--- config.mk ---
export PLATFORM = sky130hd
export DESIGN_NAME = gray_step_monitor
export DESIGN_NICKNAME = d
export VERILOG_FILES = /design/src/rtl/gray_pkg.sv /design/src/rtl/gray2bin_comb.sv /design/src/rtl/gray_step_monitor.sv
export SDC_FILE = /design/constraint.sdc
export NUM_CORES = 1
export LEC_CHECK = 0
export CORE_UTILIZATION = 47
export CTS_CLUSTER_DIAMETER = 100
export DETAILED_ROUTE_END_ITERATION = 6
export HOLD_SLACK_MARGIN = 0.08
export PLACE_DENSITY = 0.83
export SLEW_MARGIN = 20
export SYNTH_ARGS = -nofsm -noshare
export SYNTH_HDL_FRONTEND = slang
export SYNTH_HIERARCHICAL = 1
export SYNTH_SLANG_ARGS = --single-unit
--- constraint.sdc ---
create_clock -name clk -period 2.7 [get_ports clk]
set_clock_uncertainty 0.05 [all_clocks]
set_input_delay 0.54 -clock clk [delete_from_list [all_inputs] [get_ports clk]]
set_output_delay 0.54 -clock clk [all_outputs]
set_load 0.005 [all_outputs]
--- src/rtl/gray_pkg.sv ---
// -----------------------------------------------------------------------------
// gray_pkg
// Shared types and helpers for the Gray-code step monitor.
//   state_e      : monitor FSM states (EMPTY = no reference sample yet)
//   gray2bin()   : Gray-to-binary decode on a GRAY_MAX_W-wide word; narrower
//                  codes are zero-extended, which leaves their low bits exact
//   DELTA_UP/DN  : binary deltas of the legal single steps (slice to width W)
// -----------------------------------------------------------------------------
package gray_pkg;

   // Widest Gray word the helper function handles.
   localparam int GRAY_MAX_W = 32;

   // A +1 step and a -1 step (all ones, i.e. -1 modulo 2^W after slicing).
   localparam logic [GRAY_MAX_W-1:0] DELTA_UP = GRAY_MAX_W'(1);
   localparam logic [GRAY_MAX_W-1:0] DELTA_DN = '1;

   typedef enum logic {
      EMPTY = 1'b0,
      TRACK = 1'b1
   } state_e;

   // bin[i] is the XOR of all Gray bits at or above i. Zero bits above the
   // real width contribute nothing, so one function serves any W <= max.
   function automatic logic [GRAY_MAX_W-1:0] gray2bin(input logic [GRAY_MAX_W-1:0] g);
      logic [GRAY_MAX_W-1:0] b;
      b[GRAY_MAX_W-1] = g[GRAY_MAX_W-1];
      for (int i = GRAY_MAX_W - 2; i >= 0; i--) begin
         b[i] = b[i+1] ^ g[i];
      end
      return b;
   endfunction

endpackage : gray_pkg

--- src/rtl/gray2bin_comb.sv ---
// -----------------------------------------------------------------------------
// gray2bin_comb
// Purely combinational W-bit Gray-to-binary decoder.
// Ports:
//   g : input  [W-1:0]  Gray code
//   b : output [W-1:0]  decoded binary
// W must not exceed gray_pkg::GRAY_MAX_W.
// -----------------------------------------------------------------------------
module gray2bin_comb
   import gray_pkg::*;
#(
   parameter int W = 3
) (
   input  logic [W-1:0] g,
   output logic [W-1:0] b
);

   logic [GRAY_MAX_W-1:0] b_full;

   always_comb begin
      b_full = gray2bin(GRAY_MAX_W'(g));
   end

   assign b = b_full[W-1:0];

endmodule : gray2bin_comb

--- src/rtl/gray_step_monitor.sv ---
// -----------------------------------------------------------------------------
// gray_step_monitor
// Samples a Gray code on g_valid, decodes it and classifies the binary step
// against the previous accepted sample (hold, +1, -1 modulo 2^W, or error).
// Ports:
//   clk, rst_n   : clock (rising edge), asynchronous active-low reset
//   g_in         : [W-1:0] Gray code from the upstream converter
//   g_valid      : g_in is sampled this cycle
//   clr_err      : synchronous clear of err_sticky / err_count
//   b_out        : [W-1:0] decoded binary of the last accepted sample
//   out_valid    : one-cycle pulse, b_out and classification updated
//   step_up/step_dn/hold/step_err : classification pulses (with out_valid)
//   err_sticky   : set by any step_err until clr_err or reset
//   err_count    : [CW-1:0] saturating count of step_err events
// -----------------------------------------------------------------------------
module gray_step_monitor
   import gray_pkg::*;
#(
   parameter int W  = 3,
   parameter int CW = 8
) (
   input  logic          clk,
   input  logic          rst_n,
   input  logic [W-1:0]  g_in,
   input  logic          g_valid,
   input  logic          clr_err,
   output logic [W-1:0]  b_out,
   output logic          out_valid,
   output logic          step_up,
   output logic          step_dn,
   output logic          hold,
   output logic          step_err,
   output logic          err_sticky,
   output logic [CW-1:0] err_count
);

   localparam logic [W-1:0]  D_UP    = DELTA_UP[W-1:0];
   localparam logic [W-1:0]  D_DN    = DELTA_DN[W-1:0];
   localparam logic [CW-1:0] CNT_MAX = '1;

   state_e        state_q,      state_d;
   logic [W-1:0]  prev_q,       prev_d;
   logic          out_valid_q,  out_valid_d;
   logic          step_up_q,    step_up_d;
   logic          step_dn_q,    step_dn_d;
   logic          hold_q,       hold_d;
   logic          step_err_q,   step_err_d;
   logic          err_sticky_q, err_sticky_d;
   logic [CW-1:0] err_count_q,  err_count_d;

   logic [W-1:0]  bin;
   logic [W-1:0]  delta;

   gray2bin_comb #(.W(W)) u_dec (
      .g (g_in),
      .b (bin)
   );

   always_comb begin
      // NOTE: every signal written here gets a default first, so no path can
      // leave one unassigned and infer a latch.
      state_d      = state_q;
      prev_d       = prev_q;
      out_valid_d  = 1'b0;
      step_up_d    = 1'b0;
      step_dn_d    = 1'b0;
      hold_d       = 1'b0;
      step_err_d   = 1'b0;
      err_sticky_d = err_sticky_q;
      err_count_d  = err_count_q;
      delta        = bin - prev_q;

      if (g_valid) begin
         out_valid_d = 1'b1;
         prev_d      = bin;
         case (state_q)
            EMPTY: state_d = TRACK;   // first sample only becomes the reference
            TRACK: begin
               if (delta == '0)        hold_d     = 1'b1;
               else if (delta == D_UP) step_up_d  = 1'b1;
               else if (delta == D_DN) step_dn_d  = 1'b1;
               else                    step_err_d = 1'b1;
            end
            default: state_d = EMPTY;
         endcase
      end

      // Clear is applied before this cycle's error, so a coincident error
      // still leaves count = 1 and sticky set.
      if (clr_err) begin
         err_sticky_d = 1'b0;
         err_count_d  = '0;
      end
      if (step_err_d) begin
         err_sticky_d = 1'b1;
         if (err_count_d != CNT_MAX) err_count_d = err_count_d + CW'(1);
      end
   end

   // NOTE: state registers use non-blocking assignments so every flop samples
   // the pre-edge values regardless of statement order.
   always_ff @(posedge clk or negedge rst_n) begin
      if (!rst_n) begin
         state_q      <= EMPTY;
         prev_q       <= '0;
         out_valid_q  <= 1'b0;
         step_up_q    <= 1'b0;
         step_dn_q    <= 1'b0;
         hold_q       <= 1'b0;
         step_err_q   <= 1'b0;
         err_sticky_q <= 1'b0;
         err_count_q  <= '0;
      end else begin
         state_q      <= state_d;
         prev_q       <= prev_d;
         out_valid_q  <= out_valid_d;
         step_up_q    <= step_up_d;
         step_dn_q    <= step_dn_d;
         hold_q       <= hold_d;
         step_err_q   <= step_err_d;
         err_sticky_q <= err_sticky_d;
         err_count_q  <= err_count_d;
      end
   end

   // The reference sample is also the reported value.
   assign b_out      = prev_q;
   assign out_valid  = out_valid_q;
   assign step_up    = step_up_q;
   assign step_dn    = step_dn_q;
   assign hold       = hold_q;
   assign step_err   = step_err_q;
   assign err_sticky = err_sticky_q;
   assign err_count  = err_count_q;

endmodule : gray_step_monitor

Word-level counts from Yosys, hierarchy flattened. Index checks and enable logic that the tools add are counted.

Bits in registers: 18. Latch bits: 0. Bits in writable memories: 0. Memory bits (read-only): 0. Bits of input ports: 7. Output and inout port bits: 17. Word-level logic and storage cells: 41. Memories: 0.

$add $sub $neg: 2. Multiply operators: 0. Divide/modulo/power cells: 0. Magnitude comparators: 0. Equal/unequal tests: 3. Shift operators: 0. Multiplexer cells: 23. Bitwise logic cells: 2. Reductions and logical operators: 2.

Operators with widths (count): 8-bit two-way mux (3); 1-bit two-way mux (20); 8-bit by 1-bit adder with 8-bit output, second input constant (1); 8-bit != test, second input constant (1); 3-bit by 1-bit == test with 1-bit output, second input constant (1); 3-bit == test, second input constant (1); 3-bit logical NOT (1); 3-bit subtractor (1); 2-bit nonzero test (1); 1-bit XOR (2).

Longest topological paths before layout. Gate-level depths: netlist (run 1).

Word-level depth: 10. Mapped depth: 8. Gate-level depth less buffers: 8.

Modules after synthesis. Netlist (run 1), hierarchy kept.

Modules (own cells, without submodules): gray_step_monitor (times used 1, cells each 80, area an instance 900.9 um^2, seq. area each 450.4 um^2); gray2bin_comb (times used 1, cells each 3, area an instance 40.0 um^2, seq. area each 0.0 um^2).

Worst setup path before layout (run 1). No wires, ideal clock.

Path type: input port to flip-flop. Start point: input port g_in[1]. End point: register err_count_q[1], in the netlist err_count[1]. Setup time: 125 ps. Data arrival time: 2743 ps. Required time: 2525 ps. Path slack: -217 ps. Stages on the path: 8. Path buffers: 0. Cell sequence: xor3_1 -> inv_1 -> ha_1 -> fa_1 -> xor3_2 -> mux2_4 -> or3_4 -> mux2_2.

Word-level cells in the longest chain between the ends: 10. Elaborated cells between the ends (all ways): 12. Classes of those cells: add/sub: 1; eq/ne: 2; mux: 6; bitwise: 2; reduce/logical: 1.

Ends and longest elaborated chain: start, declared (RTL line gray_step_monitor.sv:24) `input logic [W-1:0] g_in,`; 1-bit XOR * (RTL line gray_pkg.sv:29) `b[i] = b[i+1] ^ g[i];`; 1-bit XOR (RTL line gray_pkg.sv:29); 3-bit subtractor * (RTL line gray_step_monitor.sv:71) `delta = bin - prev_q;`; 3-bit == test (RTL line gray_step_monitor.sv:81) `else if (delta == D_DN) step_dn_d = 1'b1;`; 1-bit two-way mux (RTL line gray_step_monitor.sv:81); 1-bit two-way mux (RTL line gray_step_monitor.sv:80) `else if (delta == D_UP) step_up_d = 1'b1;`; 1-bit two-way mux * (RTL line gray_step_monitor.sv:79) `if (delta == '0) hold_d = 1'b1;`; 1-bit two-way mux * (RTL line gray_step_monitor.sv:76) `case (state_q)`; 1-bit two-way mux * (RTL line gray_step_monitor.sv:73) `if (g_valid) begin`; 8-bit two-way mux * (RTL line gray_step_monitor.sv:94) `if (step_err_d) begin`; via err_count_d[1] (RTL line gray_step_monitor.sv:49) `logic [CW-1:0] err_count_q, err_count_d;`; end signal, assigned (RTL line gray_step_monitor.sv:122) `err_count_q <= err_count_d;`; end, declared (RTL line gray_step_monitor.sv:49).

Mark *: on every way through the listed nets, which the timed path passes. The rest lies on a longest branch. A chain may end at the register's enable or synchronous reset.

Worst setup path after layout (run 1).
Start point: input port g_in[1]. End point: register err_count_q[1], in the netlist err_count[1].

Word-level cells in the longest chain between the ends: 10. Elaborated cells between the ends (all ways): 12. Classes of those cells: add/sub: 1; eq/ne: 2; mux: 6; bitwise: 2; reduce/logical: 1.

Ends and longest elaborated chain: 1-bit XOR * (2 in series) (RTL line gray_pkg.sv:29); via bin[0] (RTL line gray_step_monitor.sv:51) `logic [W-1:0] bin;`; 3-bit subtractor * (RTL line gray_step_monitor.sv:71); 3-bit == test (RTL line gray_step_monitor.sv:81); 1-bit two-way mux (RTL line gray_step_monitor.sv:81); 1-bit two-way mux (RTL line gray_step_monitor.sv:80); 1-bit two-way mux * (RTL line gray_step_monitor.sv:79); 1-bit two-way mux * (RTL line gray_step_monitor.sv:76); 1-bit two-way mux * (RTL line gray_step_monitor.sv:73); 8-bit two-way mux * (RTL line gray_step_monitor.sv:94); via err_count_d[1] (RTL line gray_step_monitor.sv:49).

Marks and branches as above.

==> qor.csv, run 1 <==
metric;value;unit
cts_root_buf;clkbuf_4;
rows;15;
drt_iter0_drc;11;
crit_chain;buf_6 -> xor3_1 -> inv_1 -> ha_2 -> fa_2 -> xor3_2 -> mux2_4 -> or3_4 -> mux2_4;
cp_common_cell;mux2_4;
fin_crit_sh;101;%
cts_sinks;18;
crit_path_max_fanout;5;
ant_nets;0;
start_kind;input pin;
htree_levels;1;
cp_data_arrival_time;2.87;ns
die_x;46.7;microns
end_kind;flop;
yosysSeqAreaShare;47.9;%
dpl_cell_area;1290;sq um
synth_nets;93;
vias;737;
dieArea;2180;sq um
synth-main-ff-cell;dfrtp_1;
grt_max_degree;19;
finalHoldViolCount;0;
pre_cts_ws;-0.687;ns
max_freq;366;MHz
violations;setup timing;
maxSlewViolCount;0;
hp-class;reg -> reg;
cts-buffers-inserted;3;
synth_edf_count;0;
initial_core_util;52.2;%
cts_hold_buf;0;
grt_pass1_wl;3160;microns
synth_cell_types;34;
maxCapViolCount;0;
die_y;46.7;microns
cts.clk_slew.worst_paths;0.11;ns
power_per_cell_area;622;nW/um^2
synth.area.top_cells;dfrtp_1 48%, mux2_2 6.0%, inv_1 3.6%, nand2_1 3.6%, ha_1 2.7%;
synth_top_area_share;47.9;%
synthCells;83;
drc_errors;0;
clkLatencyLatePin;0.29;ns
tightest_slew;0.758;ns
max_slew_margin;49.3;%
grt_pass1_vias;703;
async_flop_share;100;%
final_net_count;133;
antenna_found_initial;0;
gr-usage-all-layers;20.9;%
fin_crit;2.73;ns
io_pins;24;
drtPass1Iterations;4;
hold_path_startpoint;state_q$_DFFE_PN0P_;
status;finished, violations left;
fin_ws;-0.0296;ns
syn-cell-area;941;sq um
path_class;in -> reg;
finalWirelength;1970;microns
yosys_warnings;6;
rsz0062_at_grt;true;
leakage;0.631;nW
tns;-0.0555;ns
final_util;75.8;%
critPathBufInv;2;
drive_gt1_share;30.3;%
slowest_delay;0.39;ns
holdWs;0.430;ns
clock_path_buffers;2;
fill_cells;123;
synth_top_area_cell;dfrtp_1;
syn_avg_cell_area;11.3;sq um
cts_tree;done;
worstPathRequired;2.84;ns
critical-path-top-delay-family;multiplexers;
final_area;1370;sq um
r2r-start;b_out[0]$_DFFE_PN0P_;
port_buffers;23;
vdd_drop_max;0.000594;V
gp_congestion;0.817;
syn_to_final_growth;45.2;%
hpwl;1490;microns
crit_start;g_in[1];
slowest_stage;xor3_1;
num_antenna_cells;0;
yosys_register_bits;18;
vias_per_cell;5.01;
wl_per_cell;13.4;microns
core-area;1800;sq um
globalRoute.totalOverflow;0;
finalSetupViolCount;2;
metal layers:
layer	wire length [microns]	track usage, %	part of all wire, %	up-vias
met5	0	0	0	-
met4	24	6.86	1.2	0
met3	75	3.46	3.8	2
met2	999	35.6	51	20
met1	868	27.1	44	344
li1	-	-	-	371
cells in the final DEF, fill, tap and decap left out, types with 2 or more instances in the layout:
cell type / count
clkdlybuf4s50_1: 20
dfrtp_1: 18
buf_4: 13
inv_1: 9
nand2_1: 9
nor2_1: 6
mux2_4: 3
nor2b_1: 3
mux2_2: 3
clkbuf_4: 3
mux2i_1: 2
nor4_1: 2
buf_6: 2
repair_timing:
item / 4_1_cts / 5_1_grt
resized for setup: 16 / 3
setup buffers: 1 / 0
pin swaps: 6 / 5
setup endpoints to repair: 8 / 8
through the flow:
step | cells | total power [mW]
6_report | 147 | 0.850
4_1_cts | 147 | 0.853
3_5_place_dp | 142 | 0.659
2_1_floorplan | 83 | 0.481
5_1_grt | 147 | 0.896
3_3_place_gp | 142 | 0.646
where the power goes:
part,switching (mW),internal [mW]
registers,0.0260,0.307
clock network,0.0851,0.0821
logic,0.139,0.212
synth_stat cells, types with 2 or more instances:
| library cell | number |
|---|---|
| dfrtp_1 | 18 |
| ha_1 | 2 |
| inv_1 | 9 |
| mux2_2 | 5 |
| mux2i_1 | 2 |
| nand2_1 | 9 |
| nor2_1 | 6 |
| nor2b_1 | 3 |
| nor4_1 | 3 |
| xnor2_1 | 2 |
cells by family after synthesis:
logic type               count (synthesis)  share of synthesized area (%)
AND/OR/NAND/NOR                         30                           17.4
multiplexers                             8                           9.71
XOR/XNOR                                 5                           7.98
flip-flops                              18                           47.9
AO/OA/AOI/OAI                            9                           7.85
adder cells (fa/ha/maj)                  3                           4.79
buffers and inverters                   10                           4.39
final cells by class:
class	count	area, sq um	area share [%]
Multi-Input combinational cell	55	489	35.8
Clock buffer	4	36.3	2.66
Sequential cell	18	450	33.0
Timing Repair Buffer	36	325	23.8
Tap cell	25	31.3	2.29
Inverter	9	33.8	2.47
worst paths after layout:
path                                                to  slack [ns]  depth (start not counted)
worst min-delay path               state_q$_DFFE_PN0P_        0.43                          1
worst max register to register  err_count[1]$_DFF_PN0_        0.33                          6
worst min register to register     state_q$_DFFE_PN0P_        0.43                          1
min in group asynchronous       err_count[6]$_DFF_PN0_        0.63                          1
max in group asynchronous           step_err$_DFF_PN0_        1.49                          1
worst max-delay path            err_count[1]$_DFF_PN0_       -0.03                          9
registers in the layout (all words and copies together) (netlist names):
signal	cells
hold	1
step_up	1
out_valid	1
state_q	1
err_count	8
b_out	3
err_sticky	1
step_err	1
step_dn	1
Note: power is estimated with default switching activity, not from simulation.
==> run 2, diff against run 1 <==
==> constraint.sdc (replaced) <==
create_clock -name clk -period 2.7 [get_ports clk]
set_clock_uncertainty 0.05 [all_clocks]
set_input_delay 0.27 -clock clk [delete_from_list [all_inputs] [get_ports clk]]
set_output_delay 0.27 -clock clk [all_outputs]
set_load 0.005 [all_outputs]
==> run 2 against run 1 <==
Effect of this change:
- the flow now finishes without violations
- global-route usage rose by 1.9 points
- cell count down 0.68%
- worst hold slack worse by 0.064 ns
- non-clock buffer count stayed put
- routed wire length is 7.7% higher
- clock-buffer cell count is 1 lower
- first-iteration DRC count is 18% higher
- fmax rose by 9.0%
- setup slack improved by 0.23 ns
- clock power shrank 17%
- critical endpoint unchanged
- largest cell class unchanged
- largest power group unchanged
- highest routed layer unchanged
==> qor.csv, run 2 (same netlist as run 1, synthesis figures left out) <==
metric;value;unit
grt_pass1_wl;3270;microns
die_y;46.7;microns
total_power;0.821;mW
power_per_cell_area;606;nW/um^2
drt_iter0_drc;13;
start_kind;input pin;
ff2ff_path_depth;6;
core-area;1800;sq um
initial_core_util;52.2;%
clkLatencyLatePin;0.30;ns
die_x;46.7;microns
gr-usage-all-layers;22.8;%
final_util;75.2;%
vdd_drop_max;0.000476;V
layout.cells.non_filler;146;
wl_per_cell;14.5;microns
io_pins;24;
finalSetupViolCount;0;
globalRoute.totalOverflow;0;
cts-buffers-inserted;3;
rsz0062_at_grt;false;
hp-class;in -> async;
port_buffers;23;
cts.clk_slew.worst_paths;0.10;ns
crit_path_max_fanout;4;
tns;0;ns
slowest_stage;xor3_1;
cts_tree;done;
cp_common_cell;mux2_4;
r2r-start;b_out[0]$_DFFE_PN0P_;
maxSlewViolCount;0;
reg2reg_to;err_count[1]$_DFF_PN0_;
drive_gt1_share;28.1;%
htree_levels;1;
antenna_found_initial;0;
leakage;0.619;nW
cp_data_arrival_time;2.65;ns
dieArea;2180;sq um
reg2reg_slack;0.33;ns
maxCapViolCount;0;
hpwl;1420;microns
grt_max_degree;19;
pre_cts_ws;-0.424;ns
fin_crit;2.50;ns
status;complete, no violations;
finalWirelength;2120;microns
max_slew_margin;47.5;%
worstPathRequired;2.85;ns
final_area;1360;sq um
path_class;in -> reg;
most-common-layout-cells;20 x clkdlybuf4s50_1, 18 x dfrtp_1, 13 x buf_4, 9 x inv_1, 9 x nand2_1;
clock_path_buffers;2;
fin_ws;0.195;ns
end_kind;flop;
crit_chain;clkdlybuf4s15_1 -> xor3_1 -> inv_1 -> ha_2 -> fa_2 -> xor3_2 -> mux2_4 -> or3_4 -> mux2_4;
rows;15;
fin_crit_sh;92.8;%
tightest_slew;0.786;ns
cts_sinks;18;
dpl_cell_area;1280;sq um
largest_reg_flops;8;
finalHoldViolCount;0;
final_net_count;133;
drc_errors;0;
cts_root_buf;clkbuf_4;
fill_cells;137;
final_common_cell;clkdlybuf4s50_1;
gp_congestion;0.808;
ant_nets;0;
cts_hold_buf;0;
syn_to_final_growth;44.0;%
slowest_delay;0.39;ns
max_freq;399;MHz
dp_cells;141;
holdWs;0.367;ns
num_antenna_cells;0;
drtPass1Iterations;4;
vias_per_cell;5.35;
vias;781;
grt_pass1_vias;702;
run 2: cell count changes in the layout (fill, tap and decap cells not counted):
cell	previous run	this run
buf_6	2	0
buf_2	1	0
xor2_2	0	1
mux2_4	3	2
xor2_1	1	0
clkdlybuf4s15_1	0	1
nor4b_1	1	0
nor4b_2	0	1
xnor2_2	1	0
dlygate4sd2_1	0	2
clkbuf_8	1	0
mux2_2	3	4
xnor2_1	1	2
run 2: worst max path at each step:
stage / from / to / slack (ns) / cells past startpoint
3_5_place_dp: g_in[1] / err_count[1]$_DFF_PN0_ / -0.42 / 9
2_1_floorplan: g_in[1] / err_count[1]$_DFF_PN0_ / 0.05 / 8
4_1_cts: g_in[2] / err_count[1]$_DFF_PN0_ / 0.05 / 9
3_3_place_gp: g_in[1] / err_count[1]$_DFF_PN0_ / -0.38 / 9
6_report: g_in[0] / err_count[1]$_DFF_PN0_ / 0.20 / 9
5_1_grt: g_in[1] / err_count[1]$_DFF_PN0_ / 0.13 / 9
run 2: per-layer routing:
metal	track usage (%)	up-vias	share of wire [%]
met1	29.1	377	44
met2	35.6	29	48
met4	14.9	0	3.3
li1	-	366	-
met3	4.23	9	4.2
met5	0	-	0
run 2: what timing repair did:
action | CTS | global route
pin swaps | 5 | 2
setup endpoints to repair | 4 | 2
buffers inserted | 2 | 0
endpoints found under the hold margin | 0 | 0
gates resized for setup | 11 | 1
run 2: cell type report:
| cell class | count | area, sq um | share of cell area [%] |
|---|---|---|---|
| clock buffer | 3 | 22.5 | 1.66 |
| timing repair buffer | 36 | 325 | 24.0 |
| tap | 25 | 31.3 | 2.31 |
| multi-input combinational | 55 | 492 | 36.3 |
| inverter | 9 | 33.8 | 2.49 |
| sequential | 18 | 450 | 33.2 |
run 2: power by group:
| group | internal [mW] | switching, mW | total (mW) |
|---|---|---|---|
| combinational | 0.210 | 0.140 | 0.351 |
| sequential | 0.307 | 0.0251 | 0.332 |
| clock | 0.0521 | 0.0864 | 0.138 |
run 2: worst max-delay path: cells and delay by family:
| kind | cells | cell delay [ns] |
|---|---|---|
| XOR/XNOR | 2 | 0.64 |
| adder cells (fa/ha/maj) | 2 | 0.51 |
| buffers and inverters | 2 | 0.22 |
| multiplexers | 2 | 0.65 |
| AND/OR/NAND/NOR | 1 | 0.36 |
